**config.mk**
```make
export PLATFORM = sky130hd
export DESIGN_NAME = multicycle_controller
export DESIGN_NICKNAME = d
export VERILOG_FILES = /design/src/rtl/ctrl_pkg.sv /design/src/rtl/cond_logic.sv /design/src/rtl/multicycle_controller.sv
export SDC_FILE = /design/constraint.sdc
export NUM_CORES = 1
export LEC_CHECK = 0
export CORE_MARGIN = 5
export CORE_UTILIZATION = 44
export DETAILED_ROUTE_END_ITERATION = 10
export HOLD_SLACK_MARGIN = 0.06
export PLACE_DENSITY_LB_ADDON = 0.3
export SYNTH_ARGS = -nofsm -noshare
export SYNTH_HDL_FRONTEND = slang
export SYNTH_SLANG_ARGS = --single-unit
```
**constraint.sdc**
```tcl
create_clock -name clk -period 2.1 [get_ports clk]
set_input_delay 0.42 -clock clk [delete_from_list [all_inputs] [get_ports clk]]
set_output_delay 0.42 -clock clk [all_outputs]
set_load 0.02 [all_outputs]
```
**src/rtl/ctrl_pkg.sv**
```systemverilog
// Shared types and encodings for the multicycle ARM controller.
package ctrl_pkg;

    // Controller sequencing states
    typedef enum logic [3:0] {
        S_FETCH,
        S_DECODE,
        S_MEMADR,
        S_MEMRD,
        S_MEMWB,
        S_MEMWR,
        S_EXECR,
        S_EXECI,
        S_ALUWB,
        S_BRANCH
    } state_t;

    // ALU operation codes (full 3-bit form, truncated at the port)
    localparam logic [2:0] ALU_ADD = 3'b000;
    localparam logic [2:0] ALU_SUB = 3'b001;
    localparam logic [2:0] ALU_AND = 3'b010;
    localparam logic [2:0] ALU_ORR = 3'b011;
    localparam logic [2:0] ALU_EOR = 3'b100;

    // Data-processing cmd field values
    localparam logic [3:0] CMD_AND = 4'b0000;
    localparam logic [3:0] CMD_EOR = 4'b0001;
    localparam logic [3:0] CMD_SUB = 4'b0010;
    localparam logic [3:0] CMD_ADD = 4'b0100;
    localparam logic [3:0] CMD_TST = 4'b1000;
    localparam logic [3:0] CMD_CMP = 4'b1010;
    localparam logic [3:0] CMD_CMN = 4'b1011;
    localparam logic [3:0] CMD_ORR = 4'b1100;

    // Instruction class (Op field)
    localparam logic [1:0] OP_DP  = 2'b00;
    localparam logic [1:0] OP_MEM = 2'b01;
    localparam logic [1:0] OP_BR  = 2'b10;

    // ResultSrc encodings
    localparam logic [1:0] RES_ALUOUT    = 2'b00;
    localparam logic [1:0] RES_DATA      = 2'b01;
    localparam logic [1:0] RES_ALURESULT = 2'b10;

    // ALUSrcA encodings
    localparam logic [1:0] SRCA_RD1    = 2'b00;
    localparam logic [1:0] SRCA_PC     = 2'b01;
    localparam logic [1:0] SRCA_ALUOUT = 2'b10;

    // ALUSrcB encodings
    localparam logic [1:0] SRCB_RD2    = 2'b00;
    localparam logic [1:0] SRCB_EXTIMM = 2'b01;
    localparam logic [1:0] SRCB_FOUR   = 2'b10;

    // Condition field codes
    typedef enum logic [3:0] {
        COND_EQ, COND_NE, COND_CS, COND_CC,
        COND_MI, COND_PL, COND_VS, COND_VC,
        COND_HI, COND_LS, COND_GE, COND_LT,
        COND_GT, COND_LE, COND_AL, COND_NV
    } cond_t;

    // Evaluate a condition code against an {N,Z,C,V} flag vector
    function automatic logic cond_holds(input cond_t c, input logic [3:0] f);
        logic n, z, cf, v;
        {n, z, cf, v} = f;
        case (c)
            COND_EQ: return z;
            COND_NE: return ~z;
            COND_CS: return cf;
            COND_CC: return ~cf;
            COND_MI: return n;
            COND_PL: return ~n;
            COND_VS: return v;
            COND_VC: return ~v;
            COND_HI: return cf & ~z;
            COND_LS: return ~cf | z;
            COND_GE: return n == v;
            COND_LT: return n != v;
            COND_GT: return ~z & (n == v);
            COND_LE: return z | (n != v);
            COND_AL: return 1'b1;
            default: return 1'b0;
        endcase
    endfunction

endpackage

```
**src/rtl/cond_logic.sv**
```systemverilog
// Architectural NZCV register, condition evaluation and write-enable gating.
module cond_logic
    import ctrl_pkg::*;
(
    input  logic       clk,
    input  logic       reset,
    input  logic [3:0] i_cond,
    input  logic [3:0] i_alu_flags,
    input  logic       i_latch_cond,
    input  logic [1:0] i_flag_w,
    input  logic       i_fetch,
    input  logic       i_branch,
    input  logic       i_reg_w,
    input  logic       i_mem_w,
    input  logic       i_rd_is_pc,
    output logic [3:0] o_flags,
    output logic       o_pc_write,
    output logic       o_reg_write,
    output logic       o_mem_write
);

    logic [3:0] r_flags;
    logic       r_cond_ex;
    logic       w_cond_ex;

    assign w_cond_ex = cond_holds(cond_t'(i_cond), r_flags);

    // Latch the condition in DECODE; update flag halves at the end of execute when the condition held
    always_ff @(posedge clk or posedge reset) begin
        if (reset) begin
            r_flags   <= 4'b0000;
            r_cond_ex <= 1'b0;
        end else begin
            if (i_latch_cond)
                r_cond_ex <= w_cond_ex;
            if (i_flag_w[1] & r_cond_ex)
                r_flags[3:2] <= i_alu_flags[3:2];
            if (i_flag_w[0] & r_cond_ex)
                r_flags[1:0] <= i_alu_flags[1:0];
        end
    end

    assign o_flags     = r_flags;
    assign o_reg_write = i_reg_w & r_cond_ex & ~reset;
    assign o_mem_write = i_mem_w & r_cond_ex & ~reset;
    assign o_pc_write  = (i_fetch | ((i_branch | (i_reg_w & i_rd_is_pc)) & r_cond_ex)) & ~reset;

endmodule

```
**src/rtl/multicycle_controller.sv**
```systemverilog
// Multicycle ARM control unit: Moore sequencer, instruction decode and ALU op selection.
// ALUCTRL_W is 2 (no EOR) or 3; EN_CMP enables the flag-only compare/test ops.
module multicycle_controller
    import ctrl_pkg::*;
#(
    parameter int ALUCTRL_W = 3,
    parameter bit EN_CMP    = 1'b1
) (
    input  logic                 clk,
    input  logic                 reset,
    input  logic [1:0]           Op,
    input  logic [5:0]           Funct,
    input  logic [3:0]           Rd,
    input  logic [3:0]           Cond,
    input  logic [3:0]           ALUFlags,
    output logic                 PCWrite,
    output logic                 IRWrite,
    output logic                 RegWrite,
    output logic                 MemWrite,
    output logic                 AdrSrc,
    output logic [1:0]           ResultSrc,
    output logic [1:0]           ALUSrcA,
    output logic [1:0]           ALUSrcB,
    output logic [1:0]           ImmSrc,
    output logic [1:0]           RegSrc,
    output logic [ALUCTRL_W-1:0] ALUControl,
    output logic [3:0]           Flags,
    output logic                 Undef
);

    state_t     r_state;
    logic       w_dp_legal, w_flag_only, w_arith, w_legal;
    logic [2:0] w_dp_op, w_alu_full;
    logic       w_fetch, w_latch, w_reg_w, w_mem_w, w_branch, w_exec;
    logic [1:0] w_flag_w;
    logic       w_s;

    // Data-processing decode from the cmd field
    always_comb begin
        w_dp_legal  = 1'b1;
        w_flag_only = 1'b0;
        w_arith     = 1'b0;
        w_dp_op     = ALU_ADD;
        case (Funct[4:1])
            CMD_ADD: begin w_dp_op = ALU_ADD; w_arith = 1'b1; end
            CMD_SUB: begin w_dp_op = ALU_SUB; w_arith = 1'b1; end
            CMD_AND: w_dp_op = ALU_AND;
            CMD_ORR: w_dp_op = ALU_ORR;
            CMD_EOR: begin w_dp_op = ALU_EOR; w_dp_legal = (ALUCTRL_W >= 3); end
            CMD_CMP: begin w_dp_op = ALU_SUB; w_arith = 1'b1; w_flag_only = 1'b1; w_dp_legal = EN_CMP; end
            CMD_CMN: begin w_dp_op = ALU_ADD; w_arith = 1'b1; w_flag_only = 1'b1; w_dp_legal = EN_CMP; end
            CMD_TST: begin w_dp_op = ALU_AND; w_flag_only = 1'b1; w_dp_legal = EN_CMP; end
            default: w_dp_legal = 1'b0;
        endcase
    end

    assign w_legal = (Op == OP_MEM) | (Op == OP_BR) | ((Op == OP_DP) & w_dp_legal);

    // State sequencing; an asynchronous reset aborts the current instruction
    always_ff @(posedge clk or posedge reset) begin
        if (reset) begin
            r_state <= S_FETCH;
        end else begin
            case (r_state)
                S_FETCH:  r_state <= S_DECODE;
                S_DECODE: begin
                    if (!w_legal)           r_state <= S_FETCH;
                    else if (Op == OP_MEM)  r_state <= S_MEMADR;
                    else if (Op == OP_BR)   r_state <= S_BRANCH;
                    else if (Funct[5])      r_state <= S_EXECI;
                    else                    r_state <= S_EXECR;
                end
                S_MEMADR: r_state <= Funct[0] ? S_MEMRD : S_MEMWR;
                S_MEMRD:  r_state <= S_MEMWB;
                S_EXECR,
                S_EXECI:  r_state <= w_flag_only ? S_FETCH : S_ALUWB;
                default:  r_state <= S_FETCH;
            endcase
        end
    end

    // Moore output decode from the current state
    always_comb begin
        w_fetch   = 1'b0;
        w_latch   = 1'b0;
        w_reg_w   = 1'b0;
        w_mem_w   = 1'b0;
        w_branch  = 1'b0;
        w_exec    = 1'b0;
        AdrSrc    = 1'b0;
        ResultSrc = RES_ALUOUT;
        ALUSrcA   = SRCA_RD1;
        ALUSrcB   = SRCB_RD2;
        case (r_state)
            S_FETCH: begin
                w_fetch = 1'b1; ALUSrcA = SRCA_PC; ALUSrcB = SRCB_FOUR; ResultSrc = RES_ALURESULT;
            end
            S_DECODE: begin
                w_latch = 1'b1; ALUSrcA = SRCA_PC; ALUSrcB = SRCB_FOUR; ResultSrc = RES_ALURESULT;
            end
            S_MEMADR: ALUSrcB = SRCB_EXTIMM;
            S_MEMRD:  AdrSrc = 1'b1;
            S_MEMWB:  begin ResultSrc = RES_DATA; w_reg_w = 1'b1; end
            S_MEMWR:  begin AdrSrc = 1'b1; w_mem_w = 1'b1; end
            S_EXECR:  w_exec = 1'b1;
            S_EXECI:  begin w_exec = 1'b1; ALUSrcB = SRCB_EXTIMM; end
            S_ALUWB:  w_reg_w = 1'b1;
            S_BRANCH: begin
                ALUSrcA = SRCA_ALUOUT; ALUSrcB = SRCB_EXTIMM; ResultSrc = RES_ALURESULT; w_branch = 1'b1;
            end
            default:  w_fetch = 1'b0;
        endcase
    end

    // Compare/test ops always set flags; carry/overflow only come from add/subtract forms
    assign w_s        = Funct[0] | w_flag_only;
    assign w_flag_w   = {w_exec & w_s, w_exec & w_s & w_arith};
    assign w_alu_full = w_exec ? w_dp_op : ALU_ADD;
    assign ALUControl = w_alu_full[ALUCTRL_W-1:0];
    assign IRWrite    = w_fetch & ~reset;
    assign Undef      = (r_state == S_DECODE) & ~w_legal;
    assign ImmSrc     = (Op == 2'b11) ? 2'b00 : Op;
    assign RegSrc     = {(Op == OP_MEM) & ~Funct[0], Op == OP_BR};

    cond_logic u_cond (
        .clk          (clk),
        .reset        (reset),
        .i_cond       (Cond),
        .i_alu_flags  (ALUFlags),
        .i_latch_cond (w_latch),
        .i_flag_w     (w_flag_w),
        .i_fetch      (w_fetch),
        .i_branch     (w_branch),
        .i_reg_w      (w_reg_w),
        .i_mem_w      (w_mem_w),
        .i_rd_is_pc   (Rd == 4'hF),
        .o_flags      (Flags),
        .o_pc_write   (PCWrite),
        .o_reg_write  (RegWrite),
        .o_mem_write  (MemWrite)
    );

endmodule

```
==> results of run 1 <==
[per-stage QoR]
stage | TNS [ns] | area [um^2]
after floorplan | -0.0009680 | 959.7
after global placement | -3.562 | 1585
after detailed placement | -3.858 | 1585
after CTS | -0.08293 | 1583
after global routing | -0.07467 | 1603
final | 0 | 1603
[cell usage after synthesis, drive strengths merged, types with 2 or more instances]
cell     count
ha           4
mux2i        2
nor2        10
xnor2        2
a2111oi      2
dfrtp        9
inv          8
a21oi        7
nor2b        7
nand4        2
or2          2
buf          7
mux2         4
nor4         2
nand2b       2
nor4b        2
o21ai        7
nand3        4
o211ai       2
a31oi        2
nand2        8
nor3         9
[cell families after synthesis]
family	share of synthesized area, %
buffers and inverters	8.333
multiplexers	6.878
AND/OR/NAND/NOR	32.28
AO/OA/AOI/OAI	20.64
XOR/XNOR	2.778
adder cells (fa/ha/maj)	5.291
flip-flops	23.81
[power by group]
group	internal (mW)	switching (mW)
clock network	0.0733	0.0618
logic	0.419	0.430
registers	0.226	0.0821
total	0.718	0.574
[timing repair]
action / in CTS / in global routing
pin swaps: 4 / 4
setup endpoints to repair: 19 / 11
gates resized for setup: 44 / 19
hold buffers: 0 / 0
buffers inserted: 0 / 0
[per-layer routing]
layer	part of all wire (%)	up-vias	GRT usage [%]
met2	53	38	35.56
met3	5.1	7	2.523
met5	0	-	0
met4	1.9	0	9.831
li1	-	566	-
met1	40	515	19.89
[state kept, by name (all words and copies together), names as in the netlist]
register / count
r_state: 4
u_cond.o_flags: 4
u_cond.r_cond_ex: 1
[critical path, stage by stage]
cell	delay, ns
clkdlybuf4s50_1	0.48
inv_1	0.06
ha_1	0.32
nor2b_2	0.13
and2_1	0.12
buf_4	0.14
[cell type report]
class                      instances  share of cell area [%]
multi-input combinational         95                   42.00
timing repair buffer              69                   38.17
sequential                         9                   14.21
tap                               27                   2.108
inverter                           8                   1.874
clock buffer                       4                   1.639
[path summary, 6_finish.rpt]
path,cells after the start,end,slack [ns]
worst max-delay path,6,Undef,0.01
worst min-delay path,3,r_state[3],0.49
worst max register to register,7,u_cond.r_cond_ex,0.51
worst min register to register,1,u_cond.o_flags[2],0.59
max in group asynchronous,3,r_state[0],1.46
min in group clk,1,u_cond.o_flags[2],0.59
==> Flow_metrics.wiki, run 1 <==
{| class="wikitable"
! Metric !! Value
|-
| Status || finished, final reports clean
|-
| Antenna violation net count after detailed routing || 0
|-
| Cell Count, Final, Fillers Out || 212
|-
| Vias in the first global route || between 1000 and 1500
|-
| Worst setup slack after layout || approximately 0.0096 ns
|-
| Via count || 1126
|-
| Post-synth EDFFs || 0
|-
| Core box area || 2002 um^2
|-
| Longest Clk Path Bufs || 2
|-
| Count of max-cap constraint violations || 0
|-
| Number of ports placed on the die boundary || 45
|-
| Count of mapped cells out of synthesis || 119
|-
| Share of layout cells above drive strength 1 || 26.49%
|-
| Total detailed-routing wirelength || 2850 um
|-
| Library cell occupying the most area in the post-synthesis netlist || dfrtp_1
|-
| Chip width || 56.37 um
|-
| Tightest Hold Check Type || input port to async pin
|-
| Congestion Overflow GR || 0
|-
| Net count of the mapped netlist || ~150
|-
| Kind of launch point of the worst setup path || input port
|-
| PD cells || 806.2 nW/um^2
|-
| Critical path launch point || Op[0]
|-
| Most frequently used flop master after synthesis || dfrtp_1
|-
| Wirelength per Cell || 13.44 um
|-
| RD Place Congestion || slightly below 0.8
|-
| Layout fillers || 135
|-
| First-pass GRT wire length || about 4800 um
|-
| Fmax achieved || 478.4 MHz
|-
| Worst-path fanout max || 2
|-
| CP required || 1.68 ns
|-
| Reg clk slew, reported paths || 0.06 ns
|-
| Area of the mapped netlist || 945.9 um^2
|-
| Worst-case setup slack after placement || -0.5497 ns
|-
| Warnings, synthesis || 0
|-
| Commonest cells after routing, fill and taps aside || buf_4, clkdlybuf4s50_1, nor2_1, nor3_1
|-
| DRT iter0 DRCs || 13
|-
| Via-per-instance ratio || 5.311
|-
| Fraction of post-synthesis cell area in the top cell type by area || 23.81%
|-
| CTS tree || done
|-
| Number of design rule violations left after detail routing || 0
|-
| Number of search-and-repair iterations in the first detailed-routing pass || 5
|-
| Sequential fraction of the synthesis area || 23.81%
|-
| Synthesized area per cell || ~7.9 um^2
|-
| Leading cell type in the layout, fill and taps excluded || buf_4
|-
| Worst reg2reg startpoint || r_state[3]
|-
| CTS buffer count || 3
|-
| Number of port buffers || 44
|-
| Area grow syn2layout || 69.44%
|-
| Category of the most critical setup path || input port to output port
|-
| Share of flip-flops with an asynchronous set or reset after synthesis || 100.0%
|-
| Number of nets in the layout || 212
|-
| Die area || 3177 um^2
|-
| Post-DP HPWL || 2404 um
|-
| Die Height || ~56 um
|-
| Multi-input combinational cell area || slightly below 700 um^2
|-
| Top area cells in the synthesized netlist || dfrtp_1, ha_1, nor3_1, mux2_1, nor2_1
|-
| Total chip power || 1.292 mW
|-
| Yosys cell types || 44
|-
| Crit path arrival time || 1.67 ns
|-
| Final design utilization || 80.06%
|-
| GR Util All Layers || 18.82%
|-
| Clock tree root buffer cell || clkbuf_4
|-
| Maximum vdd drop || 478.2 uV
|-
| CTS Sinks || 9
|-
| Worst setup EP type || output port
|-
| Pins over their slew limit || 0
|-
| Setup repair after global routing missed its margin || true
|-
| FF+latch area || 227.7 um^2
|-
| Initial antenna violation count || 0
|-
| Actual transition at the worst max-transition pin || 0.2885 ns
|-
| Number of H-tree levels || 1
|-
| Hold violation count in the final report || 0
|-
| Clock network latency to the later pin of the worst-skew pair || between 0.2 and 0.3 ns
|-
| Flip-flop and latch count after synthesis || 9
|-
| Post-route clock period utilization || 99.54%
|-
| Post-Route Hold Slack || ~0.49 ns
|-
| Diodes inserted || 0
|-
| Starting density of the core || between 40 and 50%
|-
| Final critical path time including I/O delays and setup || 2.090 ns
|-
| Clock Skew || between 0.004 and 0.005 ns
|-
| Number of failing setup endpoints in the final timing report || 0
|-
| Leakage component of the power || 0.7592 nW
|-
| Pin count of the biggest net entering global routing || 15
|-
| Number of core rows || 16
|-
| Headroom to the max-slew limit || approximately 80%
|-
| Number of cells in the design after placement || 208
|}
Power figures use the tool's default switching activity.
==> inputs of run 2 (changes only) <==
Settings changed: SKIP_LAST_GASP set to 1.
==> run 2 against run 1 <==
Net effect: total power is 0.38% lower; utilization is 0.19 points lower; global-route usage stayed put; largest cell class unchanged; largest power group unchanged.
==> Flow_metrics.wiki, run 2 (same netlist as run 1, synthesis figures left out) <==
{| class="wikitable"
! Metric !! Value
|-
| Status || finished, final reports clean
|-
| Commonest cells after routing, fill and taps aside || buf_4, clkdlybuf4s50_1, nor2_1, nor3_1
|-
| Wirelength per Cell || 13.46 um
|-
| Kind of launch point of the worst setup path || input port
|-
| Area grow syn2layout || 69.05%
|-
| Worst reg2reg startpoint || r_state[3]
|-
| Number of design rule violations left after detail routing || 0
|-
| Number of search-and-repair iterations in the first detailed-routing pass || 4
|-
| Slowest Stage Delay on Critical Path || 0.48 ns
|-
| Number of port buffers || 44
|-
| First-pass GRT wire length || around 4800 um
|-
| Chip width || 56.37 um
|-
| Crit path arrival time || 1.67 ns
|-
| Post-CTS Setup Inserts || 0
|-
| GR Util All Layers || 18.82%
|-
| Longest Clk Path Bufs || 2
|-
| Post-Route Hold Slack || 0.4920 ns
|-
| Pin count of the biggest net entering global routing || 15
|-
| Setup repair after global routing missed its margin || true
|-
| Worst setup slack after layout || 0.009028 ns
|-
| Worst-path fanout max || 2
|-
| Die area || 3177 um^2
|-
| DRT iter0 DRCs || 13
|-
| RD Place Congestion || ~0.77
|-
| Clock network fraction of total power || 10.5%
|-
| Actual transition at the worst max-transition pin || 0.2885 ns
|-
| R2r setup slk || about 0.51 ns
|-
| Category of the most critical setup path || input port to output port
|-
| CTS tree || done
|-
| Number of nets in the layout || between 200 and 250
|-
| Pins over their slew limit || 0
|-
| Number of failing setup endpoints in the final timing report || 0
|-
| Register share of total power || between 20% and 30%
|-
| Tightest Hold Check Type || input port to async pin
|-
| Share of layout cells above drive strength 1 || 26.49%
|-
| Combinational fraction of design power || 65.6%
|-
| Via count || approximately 1100
|-
| Die Height || 56.37 um
|-
| Fmax achieved || 478.2 MHz
|-
| Clock tree root buffer cell || clkbuf_4
|-
| Cell-by-cell trace of the critical path || clkdlybuf4s50_1, inv_1, ha_1, nor2b_2, and2_1, buf_4
|-
| CTS Sinks || 9
|-
| Final design utilization || 79.88%
|-
| Core box area || 2002 um^2
|-
| Number of ports placed on the die boundary || 45
|-
| Antenna violation net count after detailed routing || 0
|-
| Total chip power || 1.287 mW
|-
| Final critical path time including I/O delays and setup || 2.091 ns
|-
| Cell class contributing the biggest share of worst-path delay || buffers and inverters
|-
| Reg clk slew, reported paths || 0.06 ns
|-
| Layout fillers || about 140
|-
| Net load switching power || about 0.57 mW
|-
| Vias in the first global route || about 1200
|-
| Worst-path cell with the longest stage delay || clkdlybuf4s50_1
|-
| Headroom to the max-slew limit || about four fifths
|-
| Number of hold buffers added after cts || 0
|-
| Post-DP HPWL || 2404 um
|-
| Multi-input combinational cell area || between 600 and 700 um^2
|-
| Internal power contribution || 0.7135 mW
|-
| Initial antenna violation count || 0
|-
| Via-per-instance ratio || 5.387
|-
| Switching power share of the total || between 40 and 50%
|-
| Count of max-cap constraint violations || 0
|-
| Clock network latency to the later pin of the worst-skew pair || between 0.2 and 0.3 ns
|-
| CP required || 1.68 ns
|-
| Leading cell type in the layout, fill and taps excluded || buf_4
|-
| Clock Skew || ~0.0038 ns
|-
| Setup Total Neg Slack || 0 ns
|-
| Hold violation count in the final report || 0
|-
| Worst setup EP type || output port
|-
| Post-route clock period utilization || 99.57%
|-
| CTS buffer count || 3
|-
| Leakage component of the power || 0.7582 nW
|-
| Worst-case setup slack after placement || -0.5497 ns
|-
| Maximum vdd drop || about 470 uV
|-
| R2R cell count || 7
|-
| Number of core rows || 16
|-
| Number of H-tree levels || 1
|-
| FF+latch area || 227.7 um^2
|-
| Total detailed-routing wirelength || 2854 um
|-
| Worst flop-to-flop path endpoint || u_cond.r_cond_ex
|-
| Congestion Overflow GR || 0
|-
| Diodes inserted || 0
|-
| PD cells || just over 800 nW/um^2
|-
| Starting density of the core || 47.25%
|-
| Worst path buffer plus inverter count || 3
|}
[run 2: timing repair]
item                                    in CTS  in global routing
endpoints found under the setup margin      19                 11
pin swaps                                    2                  4
cloned                                       0                  0
resized for setup                           42                 20
[run 2: per-stage QoR]
| stage | std cells | area (um^2) |
|---|---|---|
| final | 212 | 1599 |
| after global routing | 212 | 1599 |
| after CTS | 212 | 1588 |
| after detailed placement | 208 | 1585 |
| after global placement | 208 | 1585 |
| after floorplan | 119 | 959.7 |
[run 2: cell type report]
class	count	area share, %
Tap cell	27	2.113
Multi-Input combinational cell	95	42.10
Sequential cell	9	14.24
Timing Repair Buffer	69	38.03
Clock buffer	4	1.643
Inverter	8	1.878
[run 2: worst max path at each step]
stage	startpoint	end	slack, ns	depth (start not counted)
3_5_place_dp	Funct[3]	Undef	-0.55	7
2_1_floorplan	r_state[3]	ALUControl[1]	-0.001	4
5_1_grt	Op[0]	Undef	-0.07	6
4_1_cts	Funct[3]	Undef	-0.25	7
6_report	Op[0]	Undef	0.009	6
3_3_place_gp	reset	PCWrite	-0.46	6
[run 2: power groups by stage]
stage                     Sequential [mW]  Combinational (mW)  Clock, mW
final                               0.308               0.844      0.135
after global routing                0.319               0.921      0.148
after CTS                           0.305               0.846      0.139
after detailed placement            0.306               0.895          0
after global placement              0.300               0.872          0
after floorplan                     0.294               0.514          0
[run 2: per-layer routing]
layer / up-vias / part of all wire [%] / GRT usage, %
met5: - / 0 / 0
met4: 0 / 2.1 / 9.831
met3: 9 / 5.3 / 2.523
met2: 44 / 52 / 35.56
met1: 524 / 40 / 19.89
li1: 565 / - / -
[run 2: worst register-to-register path, cell delays in order, from the launching register on]
cell and delay [ns]:
dfrtp_2 0.45, buf_4 0.19, nor4b_4 0.26, buf_4 0.18, nor2_1 0.04, a41oi_1 0.16
nand4_1 0.11, o211ai_1 0.11
